File: config.mk
export PLATFORM = sky130hd
export DESIGN_NAME = instr_fetch_flat
export DESIGN_NICKNAME = d
export VERILOG_FILES = /design/src/rtl/rv32i_pkg.sv /design/src/rtl/instr_fetch_if.sv /design/src/rtl/pc_unit.sv /design/src/rtl/instr_fetch.sv /design/src/flat_wrapper.sv
export SDC_FILE = /design/constraint.sdc
export NUM_CORES = 1
export LEC_CHECK = 0
export CAP_MARGIN = 10
export CORE_MARGIN = 3
export CORE_UTILIZATION = 43
export CTS_BUF_LIST = sky130_fd_sc_hd__clkbuf_8
export CTS_CLUSTER_DIAMETER = 30
export DETAILED_ROUTE_END_ITERATION = 7
export HOLD_SLACK_MARGIN = 0.08
export PLACE_DENSITY = 0.85
export SYNTH_ARGS = -nofsm -noshare
export SYNTH_HDL_FRONTEND = slang
export SYNTH_SLANG_ARGS = --single-unit
File: constraint.sdc
create_clock -name clk -period 2.2 [get_ports clk]
set_input_delay 0.44 -clock clk [delete_from_list [all_inputs] [get_ports clk]]
set_output_delay 0.44 -clock clk [all_outputs]
set_load 0.01 [all_outputs]
File: src/rtl/rv32i_pkg.sv
// Shared RV32I front-end definitions: NOP encoding, fetch FSM states,
// and the sequential PC increment.
package rv32i_pkg;

    localparam logic [31:0] NOP_ENC = 32'h0000_0013;
    localparam logic [31:0] PC_INC  = 32'd4;

    typedef enum logic {
        BOOT = 1'b0,
        RUN  = 1'b1
    } fetch_state_e;

endpackage

File: src/rtl/instr_fetch_if.sv
// Fetch-stage bus: downstream control, ROM port and IF/ID outputs.
// master = fetch stage, slave = ROM / decode side.
interface instr_fetch_if;

    logic        stall;
    logic        redirect_valid;
    logic [31:0] redirect_pc;
    logic [31:0] imem_addr;
    logic [31:0] imem_data;
    logic [31:0] if_pc;
    logic [31:0] if_pc_plus4;
    logic [31:0] if_instr;
    logic        if_valid;
    logic [31:0] fetch_count;

    modport master (
        input  stall,
        input  redirect_valid,
        input  redirect_pc,
        input  imem_data,
        output imem_addr,
        output if_pc,
        output if_pc_plus4,
        output if_instr,
        output if_valid,
        output fetch_count
    );

    modport slave (
        output stall,
        output redirect_valid,
        output redirect_pc,
        output imem_data,
        input  imem_addr,
        input  if_pc,
        input  if_pc_plus4,
        input  if_instr,
        input  if_valid,
        input  fetch_count
    );

endinterface

File: src/rtl/pc_unit.sv
// PC register with next-PC mux.
// Ports: clk, reset, boot, stall, redirect, redirect_pc in; pc out.
module pc_unit
    import rv32i_pkg::*;
#(
    parameter logic [31:0] RESET_PC = 32'h0000_0000
) (
    input  logic        clk,
    input  logic        reset,
    input  logic        boot,
    input  logic        stall,
    input  logic        redirect,
    input  logic [31:0] redirect_pc,
    output logic [31:0] pc
);

    logic [31:0] target;
    logic        do_hold;
    logic        do_jump;
    logic        do_step;

    // Targets are forced word aligned.
    assign target = redirect_pc & ~32'h3;

    // Boot holds; redirect beats stall.
    assign do_hold = boot | (!redirect & stall);
    assign do_jump = !boot & redirect;
    assign do_step = !boot & !redirect & !stall;

    always_ff @(posedge clk) begin
        if (reset) begin
            pc <= RESET_PC;
        end else begin
            unique case (1'b1)
                do_hold: pc <= pc;
                do_jump: pc <= target;
                do_step: pc <= pc + PC_INC;
                default: pc <= pc;
            endcase
        end
    end

endmodule

File: src/rtl/instr_fetch.sv
// Instruction fetch stage: boot FSM, PC unit, IF/ID register, fetch counter.
// Ports: clk, reset; bus (instr_fetch_if.master) carries control, ROM and IF/ID.
module instr_fetch
    import rv32i_pkg::*;
#(
    parameter logic [31:0] RESET_PC  = 32'h0000_0000,
    parameter logic [31:0] NOP_INSTR = NOP_ENC
) (
    input  logic          clk,
    input  logic          reset,
    instr_fetch_if.master bus
);

    fetch_state_e state;
    logic [31:0]  pc;
    logic         boot;
    logic         do_bubble;
    logic         do_hold;
    logic         do_fetch;

    logic [31:0]  pc_q;
    logic [31:0]  instr_q;
    logic         valid_q;
    logic [31:0]  count_q;

    assign boot = (state == BOOT);

    // Mutually exclusive actions for the IF/ID register.
    assign do_bubble = boot | bus.redirect_valid;
    assign do_hold   = !do_bubble & bus.stall;
    assign do_fetch  = !do_bubble & !bus.stall;

    pc_unit #(
        .RESET_PC (RESET_PC)
    ) u_pc (
        .clk         (clk),
        .reset       (reset),
        .boot        (boot),
        .stall       (bus.stall),
        .redirect    (bus.redirect_valid),
        .redirect_pc (bus.redirect_pc),
        .pc          (pc)
    );

    always_ff @(posedge clk) begin
        if (reset) begin
            state <= BOOT;
        end else begin
            state <= RUN;
        end
    end

    // Bubbles keep if_pc so downstream still sees the last real PC.
    always_ff @(posedge clk) begin
        if (reset) begin
            pc_q    <= RESET_PC;
            instr_q <= NOP_INSTR;
            valid_q <= 1'b0;
            count_q <= 32'd0;
        end else begin
            unique case (1'b1)
                do_bubble: begin
                    instr_q <= NOP_INSTR;
                    valid_q <= 1'b0;
                end
                do_hold: begin
                    instr_q <= instr_q;
                end
                do_fetch: begin
                    pc_q    <= pc;
                    instr_q <= bus.imem_data;
                    valid_q <= 1'b1;
                    count_q <= count_q + 32'd1;
                end
                default: begin
                    instr_q <= instr_q;
                end
            endcase
        end
    end

    assign bus.imem_addr   = pc;
    assign bus.if_pc       = pc_q;
    assign bus.if_pc_plus4 = pc_q + PC_INC;
    assign bus.if_instr    = instr_q;
    assign bus.if_valid    = valid_q;
    assign bus.fetch_count = count_q;

endmodule

File: src/flat_wrapper.sv
// flat-port wrapper written by rule: the top's interface ports become plain ports
module instr_fetch_flat import rv32i_pkg::*;
#(
    parameter logic [31:0] RESET_PC  = 32'h0000_0000,
    parameter logic [31:0] NOP_INSTR = NOP_ENC
)
  (clk, reset, bus_stall, bus_redirect_valid, bus_redirect_pc, bus_imem_data, bus_imem_addr, bus_if_pc, bus_if_pc_plus4, bus_if_instr, bus_if_valid, bus_fetch_count);
  instr_fetch_if bus_i ();
  input  logic clk;
  input  logic reset;
  input wire logic [$bits(bus_i.stall)-1:0] bus_stall;
  input wire logic [$bits(bus_i.redirect_valid)-1:0] bus_redirect_valid;
  input wire logic [$bits(bus_i.redirect_pc)-1:0] bus_redirect_pc;
  input wire logic [$bits(bus_i.imem_data)-1:0] bus_imem_data;
  output wire logic [$bits(bus_i.imem_addr)-1:0] bus_imem_addr;
  output wire logic [$bits(bus_i.if_pc)-1:0] bus_if_pc;
  output wire logic [$bits(bus_i.if_pc_plus4)-1:0] bus_if_pc_plus4;
  output wire logic [$bits(bus_i.if_instr)-1:0] bus_if_instr;
  output wire logic [$bits(bus_i.if_valid)-1:0] bus_if_valid;
  output wire logic [$bits(bus_i.fetch_count)-1:0] bus_fetch_count;
  assign bus_i.stall = bus_stall;
  assign bus_i.redirect_valid = bus_redirect_valid;
  assign bus_i.redirect_pc = bus_redirect_pc;
  assign bus_i.imem_data = bus_imem_data;
  assign bus_imem_addr = bus_i.imem_addr;
  assign bus_if_pc = bus_i.if_pc;
  assign bus_if_pc_plus4 = bus_i.if_pc_plus4;
  assign bus_if_instr = bus_i.if_instr;
  assign bus_if_valid = bus_i.if_valid;
  assign bus_fetch_count = bus_i.fetch_count;
  instr_fetch #(.RESET_PC(RESET_PC), .NOP_INSTR(NOP_INSTR)) u_core (.clk(clk), .reset(reset), .bus(bus_i));
endmodule
==> flow_summary.json <==
{
  "endpoint_kind": "output pin",
  "routed-via-count": 6558,
  "pin_count_of_the_biggest_net_entering_global_routing": 121,
  "grt_first_pass_wirelength_um": 29800,
  "chipWidth_um": 124,
  "nets": 1086,
  "most_repeated_library_cell_on_the_critical_path": "sky130_fd_sc_hd__buf_6",
  "drt-total-wl_um": 19500,
  "overflow": 0,
  "final_hold_viol_count": 0,
  "number_of_enable_type_register_cells_in_the_synthesized_netlist": 0,
  "routability_driven_placement_congestion_ratio": 0.845,
  "crit-reg2reg-launch": "u_core.u_pc.pc[2]$_SDFFE_PP0P_",
  "route.antenna.remaining_nets": 0,
  "row_count": 42,
  "die_h_um": 124,
  "area_overhead_of_the_layout_relative_to_synthesis_pct": 55.1,
  "regToRegSetupSlack_ns": 0.24,
  "synth_flop_cell": "sky130_fd_sc_hd__dfxtp_1",
  "critical_path_arrival_ns": 1.98,
  "worstReg2RegEnd": "u_core.u_pc.pc[28]$_SDFFE_PP0P_",
  "crit_path_max_incr_delay_ns": 0.34,
  "violations": "setup timing",
  "die-area_um2": 15400,
  "cap_viol_max_count": 0,
  "critical_path_peak_fanout": 8,
  "drt_first_iter_violations": 478,
  "routedWlPerCell_um": 16.2,
  "vdd.ir_drop.worst_mv": 0.384,
  "power.density_nw_per_um2": 505,
  "route.detailed.vias_per_inst": 5.46,
  "ff2ff_path_depth": 7,
  "number_of_antenna_violations_at_the_first_check_in_global_routing": 0,
  "antenna_diodes": 0,
  "clock-sinks": 126,
  "ys.warnings.count": 0,
  "run_status": "finished with violations",
  "period_needed_ns": 2.42,
  "hold-path-endpoint": "u_core.state$_DFF_P_",
  "max_freq_ghz": 0.413,
  "seq_area_frac_synth_pct": 42.2,
  "ctsRootBufferMaster": "sky130_fd_sc_hd__clkbuf_8",
  "skew_ns": 0.0115,
  "grt_setup_unrepaired": "true",
  "insertion_delay_ns": 0.44,
  "coreArea_um2": 13400,
  "first_global_vias": 6039,
  "min-delay-path-class": "input port to flip-flop",
  "clock_input_transition_at_the_sequential_cells_of_the_worst_setup_and_hold_paths_ns": 0.07,
  "timing.max_slew.rel_slack_pct": 65.3,
  "synth.distinct_cells": 60,
  "min_period_over_period_pct": 110,
  "worstHoldStart": "reset",
  "asyncSetResetFlopFracSynth_pct": 0,
  "whs_ns": 0.369,
  "setup_ws_ns": -0.224,
  "timing_worst_setup_path_type": "flip-flop to output pin",
  "leakage_nw": 3.54,
  "number_of_design_rule_violations_left_after_detail_routing": 0,
  "post_layout_nonfiller_instances": 1202,
  "cts-buffers-inserted": 17,
  "ioPinCount": 229,
  "placed_cells": 1163,
  "per_instance_average_area_after_synthesis_um2": 8.18,
  "number_of_setup_violations_in_the_final_report": 17,
  "drv_slew": 0,
  "worst_setup_path_start_kind": "flip-flop",
  "post_synth_inst_count": 731,
  "share_of_layout_cells_above_drive_strength_1_pct": 17.7,
  "critical_path.slowest_cell": "sky130_fd_sc_hd__dfxtp_2",
  "cells_traversed_along_the_worst_timing_path": "buf_6 -> and4_4 -> nand2b_4 -> nor3_4 -> buf_6 -> buf_6 -> nand4_1 -> xnor2_1 -> buf_2",
  "htree_num_levels": 4,
  "cts-hold-fix-buffers": 0,
  "cts.path.max_buffers": 2,
  "grt_usage_pct": 24.6,
  "timing_worst_slew_pin_value_ns": 0.521,
  "critical_path_required_ns": 1.76,
  "initial_core_utilization_pct": 44.6,
  "io_buffers": 220,
  "hold_depth": 2,
  "post-dp-hpwl_um": 13800,
  "synth.ff_latch_count": 126,
  "cts_tree": "built",
  "first_pass_iters": 5,
  "synth_area_um2": 5980
}
==> power breakdown <==
group	internal, mW	switching (mW)
logic	0.312	0.268
registers	2.33	0.0646
clock network	0.831	0.880
==> flip-flops by register name (all words and copies together) (netlist names) <==
register	count
u_core.bus.if_instr	32
u_core.u_pc.pc	30
u_core.bus.fetch_count	32
u_core.bus.if_pc	30
u_core.bus.if_valid	1
u_core.state	1
==> repair_timing <==
| item | 4_1_cts | 5_1_grt |
|---|---|---|
| setup endpoints to repair | 28 | 22 |
| gates resized for setup | 127 | 14 |
| setup buffers | 8 | 2 |
| cloned | 0 | 0 |
| pin swaps | 27 | 18 |
==> cells by family after synthesis <==
| kind of cell | share of synthesized area (%) |
|---|---|
| DFF | 42.2 |
| xor gates and xnor gates | 9.67 |
| AOI/OAI and AO/OA | 15.7 |
| and+or+nand+nor | 27.1 |
| other | 0.0627 |
| muxes | 0.167 |
| buffers and inverters | 4.50 |
| adders and majority gates | 0.628 |
==> stage by stage <==
| stage | TNS (ns) | power (mW) | worst slack (ns) | utilization, % | area, µm² |
|---|---|---|---|---|---|
| floorplan | -0.0448 | 2.68 | -0.0213 | - | 6000 |
| global placement | -2.47 | 3.02 | -0.158 | 65.9 | 8840 |
| detailed placement | -5.56 | 3.02 | -0.255 | 65.9 | 8840 |
| CTS | -3.01 | 4.71 | -0.277 | 68.8 | 9220 |
| global route | -4.42 | 4.86 | -0.313 | 69.2 | 9280 |
| finish | -2.46 | 4.69 | -0.224 | 69.2 | 9280 |
==> cells in the final DEF (no fill, tap or decap), types with 4 or more instances in the layout <==
master	instances
sky130_fd_sc_hd__o21ai_0	12
sky130_fd_sc_hd__o22ai_1	15
sky130_fd_sc_hd__conb_1	6
sky130_fd_sc_hd__nand4_1	27
sky130_fd_sc_hd__nand3_1	24
sky130_fd_sc_hd__a22oi_1	36
sky130_fd_sc_hd__buf_6	6
sky130_fd_sc_hd__nor3_1	14
sky130_fd_sc_hd__xnor2_1	31
sky130_fd_sc_hd__dfxtp_2	7
sky130_fd_sc_hd__clkdlybuf4s50_1	191
sky130_fd_sc_hd__and3_1	14
sky130_fd_sc_hd__clkinv_2	5
sky130_fd_sc_hd__buf_4	82
sky130_fd_sc_hd__clkbuf_8	20
sky130_fd_sc_hd__xor2_1	30
sky130_fd_sc_hd__xnor2_2	5
sky130_fd_sc_hd__dlygate4sd2_1	4
sky130_fd_sc_hd__nor2_1	77
sky130_fd_sc_hd__buf_2	24
sky130_fd_sc_hd__and4_1	15
sky130_fd_sc_hd__a21oi_1	61
sky130_fd_sc_hd__nand2_1	109
sky130_fd_sc_hd__inv_1	10
sky130_fd_sc_hd__a31oi_1	4
sky130_fd_sc_hd__dfxtp_1	119
==> worst max-delay path by stage <==
stage / from / to / slack [ns] / cells after the start
final: u_core.bus.if_pc[2]$_SDFFE_PP0P_ / bus_if_pc_plus4[27] / -0.22 / 9
after detailed placement: u_core.bus.if_pc[2]$_SDFFE_PP0P_ / bus_if_pc_plus4[28] / -0.26 / 7
after floorplan: u_core.bus.if_pc[2]$_SDFFE_PP0P_ / bus_if_pc_plus4[24] / -0.02 / 5
after global routing: u_core.bus.if_pc[2]$_SDFFE_PP0P_ / bus_if_pc_plus4[27] / -0.31 / 9
after global placement: u_core.bus.if_pc[2]$_SDFFE_PP0P_ / bus_if_pc_plus4[24] / -0.16 / 7
after CTS: u_core.bus.if_pc[2]$_SDFFE_PP0P_ / bus_if_pc_plus4[27] / -0.28 / 9
==> synth_stat cells, drive strengths merged (2+ instances only) <==
cell type / instances / area (µm²)
nand4: 28 / 181
a211oi: 3 / 22.5
nor3b: 2 / 15.0
nand4b: 2 / 17.5
o311a: 2 / 20.0
xnor2: 36 / 315
o211ai: 2 / 15.0
nor2b: 2 / 12.5
a21o: 2 / 15.0
nor3: 17 / 85.1
buf: 25 / 140
ha: 3 / 37.5
nand2: 113 / 424
dfxtp: 126 / 2520
nor4: 5 / 52.6
a21oi: 61 / 305
and2: 3 / 18.8
o31ai: 2 / 15.0
and4bb: 2 / 25.0
or3: 3 / 20.0
xor2: 30 / 263
o22ai: 15 / 93.8
and3: 14 / 87.6
nor2: 80 / 300
inv: 7 / 26.3
o21ai: 13 / 65.1
a22oi: 36 / 270
or4: 3 / 22.5
nand3: 29 / 158
clkbuf: 24 / 90.1
and4: 18 / 160
a31oi: 4 / 25.0
==> final cells by class <==
type                    instances  area [µm²]
repair buffers                310        2810
flip-flops and latches        126        2530
well taps                     176         220
clock buffers                  20         275
fillers                      1067        4120
inverters                       8        30.0
multi-input cells             552        3360
clock inverters                10        51.3
==> routing by layer <==
metal / wire [µm] / GRT usage, % / vias up
met2: 9630 / 41.8 / 306
met5: 0 / 0 / -
met4: 314 / 8.83 / 0
met1: 7840 / 29.5 / 3055
met3: 1690 / 7.18 / 31
li1: - / - / 3166
==> critical path: cells and delay by family, from the launching register on <==
kind,cells,cell delay [ns]
simple gates,4,0.57
xor+xnor,1,0.16
buf+inv,4,0.48
flops,1,0.34
(Power assumes the default switching activity.)
